## config.mk

```make
export PLATFORM = sky130hd
export DESIGN_NAME = dmem_arbiter_flat
export DESIGN_NICKNAME = d
export VERILOG_FILES = /design/src/rtl/dmem_arbiter_pkg.sv /design/src/rtl/dmem_arbiter_if.sv /design/src/rtl/dmem_arbiter_rr_arb2.sv /design/src/rtl/dmem_arbiter.sv /design/src/flat_wrapper.sv
export SDC_FILE = /design/constraint.sdc
export NUM_CORES = 1
export LEC_CHECK = 0
export CORE_UTILIZATION = 40
export CTS_BUF_LIST = sky130_fd_sc_hd__clkbuf_4
export CTS_CLUSTER_DIAMETER = 30
export CTS_CLUSTER_SIZE = 40
export DETAILED_ROUTE_END_ITERATION = 10
export GPL_TIMING_DRIVEN = 0
export HOLD_SLACK_MARGIN = 0.06
export PLACE_DENSITY = 0.79
export REMOVE_ABC_BUFFERS = 1
export SLEW_MARGIN = 10
export SYNTH_ARGS = -nofsm -noshare
export SYNTH_HDL_FRONTEND = slang
export SYNTH_SLANG_ARGS = --single-unit
```

## constraint.sdc

```tcl
create_clock -name clk -period 1.8 [get_ports clk]
set_input_delay 0.54 -clock clk [delete_from_list [all_inputs] [get_ports clk]]
set_output_delay 0.54 -clock clk [all_outputs]
set_load 0.01 [all_outputs]
```

## src/rtl/dmem_arbiter_pkg.sv

```systemverilog
// Shared types for the data-memory arbiter: default widths, requester ids and the command word.
// Pure declarations; no logic, no latency, no flow control.
package dmem_pkg;
  localparam int DMEM_DW    = 32;
  localparam int DMEM_AW    = 16;
  localparam int DMEM_DEPTH = 64;

  typedef enum logic {
    PORT_A = 1'b0,
    PORT_B = 1'b1
  } port_id_t;

  typedef struct packed {
    logic                we;
    logic [DMEM_AW-1:0]  addr;
    logic [DMEM_DW-1:0]  wdata;
  } cmd_t;
endpackage

```

## src/rtl/dmem_arbiter_if.sv

```systemverilog
// Requester A/B req-gnt buses plus the data-memory pins; err lines exist only with DMEM_ARB_BOUNDS_EN.
// slave = arbiter side, master = requesters and memory side.
interface dmem_arbiter_if
  import dmem_pkg::*;
#(
  parameter int DW = DMEM_DW,
  parameter int AW = DMEM_AW
) ();
  logic          a_req, a_we, a_gnt, a_rvalid;
  logic [AW-1:0] a_addr;
  logic [DW-1:0] a_wdata, a_rdata;
  logic          b_req, b_we, b_gnt, b_rvalid;
  logic [AW-1:0] b_addr;
  logic [DW-1:0] b_wdata, b_rdata;
  logic          mem_write;
  logic [AW-1:0] mem_addr;
  logic [DW-1:0] mem_datain, mem_dataout;
`ifdef DMEM_ARB_BOUNDS_EN
  logic          a_err, b_err;
`endif

  modport slave (
`ifdef DMEM_ARB_BOUNDS_EN
    output a_err, b_err,
`endif
    input  a_req, a_we, a_addr, a_wdata, b_req, b_we, b_addr, b_wdata, mem_dataout,
    output a_gnt, a_rvalid, a_rdata, b_gnt, b_rvalid, b_rdata,
    output mem_write, mem_addr, mem_datain
  );

  modport master (
`ifdef DMEM_ARB_BOUNDS_EN
    input  a_err, b_err,
`endif
    output a_req, a_we, a_addr, a_wdata, b_req, b_we, b_addr, b_wdata, mem_dataout,
    input  a_gnt, a_rvalid, a_rdata, b_gnt, b_rvalid, b_rdata,
    input  mem_write, mem_addr, mem_datain
  );
endinterface

```

## src/rtl/dmem_arbiter_rr_arb2.sv

```systemverilog
// Two-way round-robin picker: a lone requester wins, on contention the port other than last_i wins.
// Combinational, zero latency; at most one grant bit set.
module rr_arb2
  import dmem_pkg::*;
(
  input  logic [1:0] req_i,
  input  port_id_t   last_i,
  output logic [1:0] gnt_o
);
  always_comb begin
    gnt_o = 2'b00;
    case (req_i)
      2'b01:   gnt_o = 2'b01;
      2'b10:   gnt_o = 2'b10;
      2'b11:   gnt_o = (last_i == PORT_A) ? 2'b10 : 2'b01;
      default: gnt_o = 2'b00;
    endcase
  end
endmodule

```

## src/rtl/dmem_arbiter.sv

```systemverilog
// Round-robin A/B arbiter for the 64x32 data memory: gnt in cycle N, command registered, read data back in N+2.
// One access per cycle total; a loser keeps req held. DMEM_ARB_BOUNDS_EN adds out-of-range err reporting.
module dmem_arbiter
  import dmem_pkg::*;
#(
  parameter int DW    = DMEM_DW,
  parameter int AW    = DMEM_AW,
  parameter int DEPTH = DMEM_DEPTH
) (
  input logic           clk,
  input logic           reset,
  dmem_arbiter_if.slave bus
);
  logic [1:0] gnt;
  cmd_t       win_cmd;
  logic       oob;

  port_id_t      last_q, last_d;
  logic          mem_write_q, mem_write_d;
  logic [AW-1:0] mem_addr_q, mem_addr_d;
  logic [DW-1:0] mem_datain_q, mem_datain_d;
  logic          issue_vld_q, issue_vld_d;
  port_id_t      issue_owner_q, issue_owner_d;
  logic          issue_rd_q, issue_rd_d;
  logic          issue_oob_q, issue_oob_d;
  logic          a_rvalid_q, a_rvalid_d, b_rvalid_q, b_rvalid_d;
  logic [DW-1:0] a_rdata_q, a_rdata_d, b_rdata_q, b_rdata_d;
  logic          a_err_q, a_err_d, b_err_q, b_err_d;
  logic [DW-1:0] ret_data;

  rr_arb2 u_arb (
    .req_i  ({bus.b_req, bus.a_req}),
    .last_i (last_q),
    .gnt_o  (gnt)
  );

  assign bus.a_gnt = gnt[0];
  assign bus.b_gnt = gnt[1];

  always_comb begin
    win_cmd = gnt[1] ? {bus.b_we, bus.b_addr, bus.b_wdata}
                     : {bus.a_we, bus.a_addr, bus.a_wdata};
    oob = 1'b0;
`ifdef DMEM_ARB_BOUNDS_EN
    oob = (win_cmd.addr >= AW'(DEPTH));
`endif
    last_d        = last_q;
    mem_write_d   = 1'b0;
    mem_addr_d    = mem_addr_q;
    mem_datain_d  = mem_datain_q;
    issue_vld_d   = 1'b0;
    issue_owner_d = issue_owner_q;
    issue_rd_d    = 1'b0;
    issue_oob_d   = 1'b0;
    if (|gnt) begin
      last_d        = gnt[1] ? PORT_B : PORT_A;
      mem_write_d   = win_cmd.we & ~oob;
      mem_addr_d    = win_cmd.addr;
      mem_datain_d  = win_cmd.wdata;
      issue_vld_d   = 1'b1;
      issue_owner_d = gnt[1] ? PORT_B : PORT_A;
      issue_rd_d    = ~win_cmd.we;
      issue_oob_d   = oob;
    end
  end

  // Read data is sampled in the access cycle; out-of-range reads return zero.
  always_comb begin
    ret_data   = issue_oob_q ? '0 : bus.mem_dataout;
    a_rvalid_d = issue_vld_q & issue_rd_q & (issue_owner_q == PORT_A);
    b_rvalid_d = issue_vld_q & issue_rd_q & (issue_owner_q == PORT_B);
    a_rdata_d  = a_rvalid_d ? ret_data : a_rdata_q;
    b_rdata_d  = b_rvalid_d ? ret_data : b_rdata_q;
    a_err_d    = issue_vld_q & issue_oob_q & (issue_owner_q == PORT_A);
    b_err_d    = issue_vld_q & issue_oob_q & (issue_owner_q == PORT_B);
  end

  always_ff @(posedge clk or negedge reset) begin
    if (!reset) begin
      last_q        <= PORT_B;
      mem_write_q   <= 1'b0;
      mem_addr_q    <= '0;
      mem_datain_q  <= '0;
      issue_vld_q   <= 1'b0;
      issue_owner_q <= PORT_A;
      issue_rd_q    <= 1'b0;
      issue_oob_q   <= 1'b0;
      a_rvalid_q    <= 1'b0;
      b_rvalid_q    <= 1'b0;
      a_rdata_q     <= '0;
      b_rdata_q     <= '0;
      a_err_q       <= 1'b0;
      b_err_q       <= 1'b0;
    end else begin
      last_q        <= last_d;
      mem_write_q   <= mem_write_d;
      mem_addr_q    <= mem_addr_d;
      mem_datain_q  <= mem_datain_d;
      issue_vld_q   <= issue_vld_d;
      issue_owner_q <= issue_owner_d;
      issue_rd_q    <= issue_rd_d;
      issue_oob_q   <= issue_oob_d;
      a_rvalid_q    <= a_rvalid_d;
      b_rvalid_q    <= b_rvalid_d;
      a_rdata_q     <= a_rdata_d;
      b_rdata_q     <= b_rdata_d;
      a_err_q       <= a_err_d;
      b_err_q       <= b_err_d;
    end
  end

  assign bus.mem_write  = mem_write_q;
  assign bus.mem_addr   = mem_addr_q;
  assign bus.mem_datain = mem_datain_q;
  assign bus.a_rvalid   = a_rvalid_q;
  assign bus.b_rvalid   = b_rvalid_q;
  assign bus.a_rdata    = a_rdata_q;
  assign bus.b_rdata    = b_rdata_q;
`ifdef DMEM_ARB_BOUNDS_EN
  assign bus.a_err      = a_err_q;
  assign bus.b_err      = b_err_q;
`endif
endmodule
```

## src/flat_wrapper.sv

```systemverilog
// flat-port wrapper written by rule: the top's interface ports become plain ports
module dmem_arbiter_flat import dmem_pkg::*;
#(
  parameter int DW    = DMEM_DW,
  parameter int AW    = DMEM_AW,
  parameter int DEPTH = DMEM_DEPTH
)
  (clk, reset, bus_a_req, bus_a_we, bus_a_addr, bus_a_wdata, bus_b_req, bus_b_we, bus_b_addr, bus_b_wdata, bus_mem_dataout, bus_a_gnt, bus_a_rvalid, bus_a_rdata, bus_b_gnt, bus_b_rvalid, bus_b_rdata, bus_mem_write, bus_mem_addr, bus_mem_datain);
  dmem_arbiter_if #(.DW(DW), .AW(AW)) bus_i ();
  input logic clk;
  input logic reset;
  input wire logic [$bits(bus_i.a_req)-1:0] bus_a_req;
  input wire logic [$bits(bus_i.a_we)-1:0] bus_a_we;
  input wire logic [$bits(bus_i.a_addr)-1:0] bus_a_addr;
  input wire logic [$bits(bus_i.a_wdata)-1:0] bus_a_wdata;
  input wire logic [$bits(bus_i.b_req)-1:0] bus_b_req;
  input wire logic [$bits(bus_i.b_we)-1:0] bus_b_we;
  input wire logic [$bits(bus_i.b_addr)-1:0] bus_b_addr;
  input wire logic [$bits(bus_i.b_wdata)-1:0] bus_b_wdata;
  input wire logic [$bits(bus_i.mem_dataout)-1:0] bus_mem_dataout;
  output wire logic [$bits(bus_i.a_gnt)-1:0] bus_a_gnt;
  output wire logic [$bits(bus_i.a_rvalid)-1:0] bus_a_rvalid;
  output wire logic [$bits(bus_i.a_rdata)-1:0] bus_a_rdata;
  output wire logic [$bits(bus_i.b_gnt)-1:0] bus_b_gnt;
  output wire logic [$bits(bus_i.b_rvalid)-1:0] bus_b_rvalid;
  output wire logic [$bits(bus_i.b_rdata)-1:0] bus_b_rdata;
  output wire logic [$bits(bus_i.mem_write)-1:0] bus_mem_write;
  output wire logic [$bits(bus_i.mem_addr)-1:0] bus_mem_addr;
  output wire logic [$bits(bus_i.mem_datain)-1:0] bus_mem_datain;
  assign bus_i.a_req = bus_a_req;
  assign bus_i.a_we = bus_a_we;
  assign bus_i.a_addr = bus_a_addr;
  assign bus_i.a_wdata = bus_a_wdata;
  assign bus_i.b_req = bus_b_req;
  assign bus_i.b_we = bus_b_we;
  assign bus_i.b_addr = bus_b_addr;
  assign bus_i.b_wdata = bus_b_wdata;
  assign bus_i.mem_dataout = bus_mem_dataout;
  assign bus_a_gnt = bus_i.a_gnt;
  assign bus_a_rvalid = bus_i.a_rvalid;
  assign bus_a_rdata = bus_i.a_rdata;
  assign bus_b_gnt = bus_i.b_gnt;
  assign bus_b_rvalid = bus_i.b_rvalid;
  assign bus_b_rdata = bus_i.b_rdata;
  assign bus_mem_write = bus_i.mem_write;
  assign bus_mem_addr = bus_i.mem_addr;
  assign bus_mem_datain = bus_i.mem_datain;
  dmem_arbiter #(.DW(DW), .AW(AW), .DEPTH(DEPTH)) u_core (.clk(clk), .reset(reset), .bus(bus_i));
endmodule
```

Yosys cells after proc, flatten, opt, wreduce, memory -nomap -nowiden:

Index checks and enable logic that the tools add are counted.

* bits in registers: 119
* logic and storage cells: 27

* reduce and logical (&&, ||, !) cells: 1
* equal/unequal tests: 3
* bitwise operators: 5
* muxes and demuxes: 7

Operator list (number)
* two-way mux 49 bit: 1
* one-hot mux 2 bit (3 select lines): 1
* == test 2 bit, second input constant: 2
* two-way mux 1 bit: 4
* bitwise AND 1 bit: 3
* == test 2 x 1 -> 1 bit, second input constant: 1
* two-way mux 2 bit: 1
* NOT 1 bit: 2
* OR reduction 2 bit: 1

Logic depth before layout (Yosys ltp):

* depth after elaboration: 5
* gate-level depth with buffers: 7
* gate-level depth less buffers: 4

Modules after synthesis:

A second synthesis with hierarchy kept.

* cell total of the unflattened synthesis: 367
* area total of the unflattened synthesis: 4986.0 um^2

Modules (own cells, without submodules)
* dmem_arbiter: instances 1, cells each 364, area an instance 4967.3 um^2, sequential area each 2979.1 um^2
* rr_arb2: instances 1, cells each 3, area an instance 18.8 um^2, sequential area each 0.0 um^2

Worst setup path after synthesis:

No wires, ideal clock.

* kind: input port to output port
* start: in bus_b_req
* end: out bus_a_gnt
* arrival: 1.124 ns
* cell stages on the path: 6
* slack: 0.136 ns
* buffers on the path: 3
* cell sequence: buf_6 nand2b_2 buf_6 nand2_2 inv_2 buf_6

* longest elaborated chain between the ends: 2
* elaborated cells on any way between the ends: 4
* those cells by class: eq/ne (3); mux (1)

Ends and longest elaborated chain
* from (decl): RTL line flat_wrapper.sv:16 `input wire logic [$bits(bus_i.b_req)-1:0] bus_b_req;`
* == test 2 bit or == test 2 x 1 -> 1 bit (tied branches): RTL line dmem_arbiter_rr_arb2.sv:12 `case (req_i)`
* one-hot mux 2 bit (3 select lines) *: RTL line dmem_arbiter_rr_arb2.sv:12
* to (decl): RTL line flat_wrapper.sv:21 `output wire logic [$bits(bus_i.a_gnt)-1:0] bus_a_gnt;`

Mark *: on every way between the ends. The rest lies on a longest branch, timed or not.

Worst setup path in the final report:

* start: reg u_core.last_q
* end: out bus_a_gnt

* longest elaborated chain between the ends: 2

Ends and longest elaborated chain
* from (decl): RTL line dmem_arbiter.sv:18 `port_id_t last_q, last_d;`
* from (signal assigned): RTL line dmem_arbiter.sv:95 `last_q <= last_d;`
* two-way mux 2 bit: RTL line dmem_arbiter_rr_arb2.sv:15 `2'b11: gnt_o = (last_i == PORT_A) ? 2'b10 : 2'b01;`
* one-hot mux 2 bit (3 select lines): RTL line dmem_arbiter_rr_arb2.sv:12

Every way passes these cells.

==> results_dict.tcl <==
set metrics [dict create \
    rsz0062_at_grt "yes" \
    irDropWorstVdd_v 0.000406 \
    clk_pin_slew_worst_paths_ps 110 \
    die_x_microns 117 \
    root_buffer "clkbuf_4" \
    fin_nets 820 \
    vias_per_cell 5.04 \
    min_period_ps 1980 \
    cts_buffer_depth 2 \
    synth_top_cell_area_share 0.555 \
    p_leak_nw 3.67 \
    power_density_mw_per_mm2 1010 \
    cap_violations 0 \
    synth.distinct_cells 27 \
    status "complete, but fails checks" \
    drtIter0Drc 197 \
    drv_slew 0 \
    swShare 0.309 \
    clk_latency_ps 520 \
    arrival_ps 1440 \
    drive_above_1_share 0.263 \
    clock_skew_ps 14.8 \
    grt_max_degree 65 \
    fmax_mhz 506 \
    power.share.sequential 0.432 \
    pre_cts_ws_ps -2180 \
    vias 4387 \
    clkPwrFrac 0.226 \
    syn_area_sq_mm 0.00532 \
    ys_seq_area_frac 0.560 \
    setup_ws_ps -177 \
    hpwl_microns 10100 \
    grt_pass1_vias 4788 \
    grt_usage 0.235 \
    dpl_cell_area_sq_mm 0.00785 \
    crit_chain "nand2b_4 > nand2_8 > inv_12 > buf_6" \
    p_comb_frac 0.342 \
    start_util 0.416 \
    reg2reg_from "u_core.last_q$_DFFE_PN1P_" \
    synthTopCellsByArea "dfrtp_1 (56%), mux2_2 (23%), o22ai_1 (5.4%)" \
    endpoint "bus_a_gnt" \
    cts_sinks 119 \
    diodes 0 \
    std_cell_rows 41 \
    yosys.area.top_type "dfrtp_1" \
    hp-class "primary input to register" \
    antenna_found_initial 0 \
    final_area_sq_mm 0.00834 \
    critPathLaunch "u_core.last_q$_DFFE_PN1P_" \
    final_util 0.653 \
    synth_seq_cells 119 \
    numCtsBuffers 17 \
    p_switching_mw 2.59 \
    synth_edf_count 0 \
    critPathKind "register to output port" \
    crit_path_max_incr_delay_ps 540 \
    syn_avg_cell_area_sq_um 12.7 \
    grt_pass1_wl_microns 25000 \
    synth_commonest_cells "dfrtp_1 (118), mux2_2 (109), inv_1 (50)" \
    drc 0 \
    violations "negative setup slack" \
    wire_per_inst_microns 17.6 \
    cts_tree "yes" \
    setup-violations-final 2 \
    post-synth-top-count-cell "dfrtp_1" \
    synthArstFlopShare 1.00 \
    cp-start-kind "register" \
    ys_warn_count 0 \
    antenna_left 0 \
    dieHeight_microns 117 \
    netlist_instances 420 \
    reg2reg_to "u_core.bus.mem_addr[9]$_DFFE_PN0P_" \
    crit_fanout 2 \
    ios 251 \
    overflow 0 \
    place.gp.congestion 0.767 \
    ys.flop_type "dfrtp_1" \
    reg2reg_depth 4 \
    die_area_sq_mm 0.0138 \
    relSlewSlack 0.552 \
    hold_violations 0 \
    endpoint_kind "output port" \
    critPathRequiredTime_ps 1260 \
    cts_max_level 4 \
    p_int_mw 5.80 \
    period_share 1.10 \
    crit_slowest_cell "dfstp_2" \
    core_region_area_sq_mm 0.0128 \
    tightestPinTransition_ps 673 \
    portBuffers 250 \
    finalSetupTns_ps -317 \
    wl_microns 15300 \
    reg2reg_slack_ps 200 \
    first_pass_iters 4 \
    syn2layout_area_growth_pct 56.8 \
]
==> registers in the layout (all words and copies together) (netlist names) <==
register	count
u_core.bus.a_rvalid	1
u_core.issue_rd_q	1
u_core.bus.mem_write	1
u_core.issue_vld_q	1
u_core.bus.mem_datain	32
u_core.last_q	1
u_core.issue_owner_q	1
u_core.bus.b_rvalid	1
u_core.bus.a_rdata	32
u_core.bus.mem_addr	16
u_core.bus.b_rdata	32
==> metrics by stage <==
step	instances	hold WS (ps)	power, mW
floorplan	391	244	4.79
global placement	813	473	6.62
detailed placement	816	476	6.74
CTS	864	360	8.36
global route	871	373	8.87
finish	871	425	8.39
==> cell type report <==
| class | instances | area (sq um) |
|---|---|---|
| Clock buffer | 17 | 128 |
| Clock inverter | 15 | 155 |
| Fill cell | 951 | 4430 |
| Inverter | 51 | 204 |
| Multi-Input combinational cell | 223 | 1950 |
| Sequential cell | 119 | 2980 |
| Tap cell | 172 | 215 |
| Timing Repair Buffer | 272 | 2690 |
| Timing Repair inverter | 2 | 17.5 |
==> worst max-delay path: cells and delay by family (launching register included) <==
kind          cells  cell delay (ps)
simple gates      2              220
flops             1              540
buf+inv           2              160
==> power groups by stage <==
stage,Sequential (mW),Clock (mW),Combinational (mW)
finish,3.62,1.90,2.87
global placement,3.64,0,2.98
CTS,3.61,1.97,2.77
floorplan,3.96,0,0.829
global route,3.70,2.09,3.08
detailed placement,3.69,0,3.05
==> worst min path at each step <==
stage	start	end	slack (ps)	depth (start not counted)
final	bus_a_req	u_core.bus.mem_datain[8]$_DFFE_PN0P_	430	3
after global routing	bus_a_req	u_core.bus.mem_datain[8]$_DFFE_PN0P_	370	3
after CTS	bus_a_req	u_core.bus.mem_datain[8]$_DFFE_PN0P_	360	3
after detailed placement	u_core.last_q$_DFFE_PN1P_	u_core.last_q$_DFFE_PN1P_	480	2
after global placement	u_core.last_q$_DFFE_PN1P_	u_core.last_q$_DFFE_PN1P_	470	2
after floorplan	reset	u_core.bus.a_rdata[0]$_DFFE_PN0P_	240	0
==> cells in the final DEF, fill, tap and decap left out, drive strengths merged, types with 2 or more instances in the layout <==
cell	Yosys	final
clkbuf	2	21
clkdlybuf4s50	0	130
dlygate4sd2	0	19
clkdlybuf4s15	0	92
dfrtp	118	118
mux2	111	111
o22ai	47	47
bufinv	0	2
inv	51	55
o21ai	3	3
clkinvlp	0	4
a21oi	47	47
nor2	2	2
clkinv	0	7
buf	27	25
nand2b	2	4
==> kinds of logic (layout without fill, tap and decap cells) <==
family | after synthesis | in the layout | synth area share
flops | 119 | 119 | 0.560
mux | 112 | 112 | 0.237
compound gates | 100 | 100 | 0.108
buf+inv | 80 | 357 | 0.0816
simple gates | 9 | 11 | 0.0139
==> metal layers <==
layer  global-route usage  vias to the layer above  routed length, microns
li1                     -                     2010                       -
met1                0.272                     2141                    6220
met2                0.397                      208                    7430
met3               0.0783                       28                    1280
met4               0.0974                        0                     377
met5                    0                        -                       0
==> timing repair <==
| action | 4_1_cts | 5_1_grt |
|---|---|---|
| setup buffers | 10 | 7 |
| setup endpoints to repair | 192 | 66 |
| cloned | 5 | 0 |
| gates resized for setup | 176 | 61 |
| hold buffers | 1 | 0 |
| pin swaps | 0 | 0 |
| endpoints found under the hold margin | 55 | 0 |
Note: power is estimated with default switching activity, not from simulation.
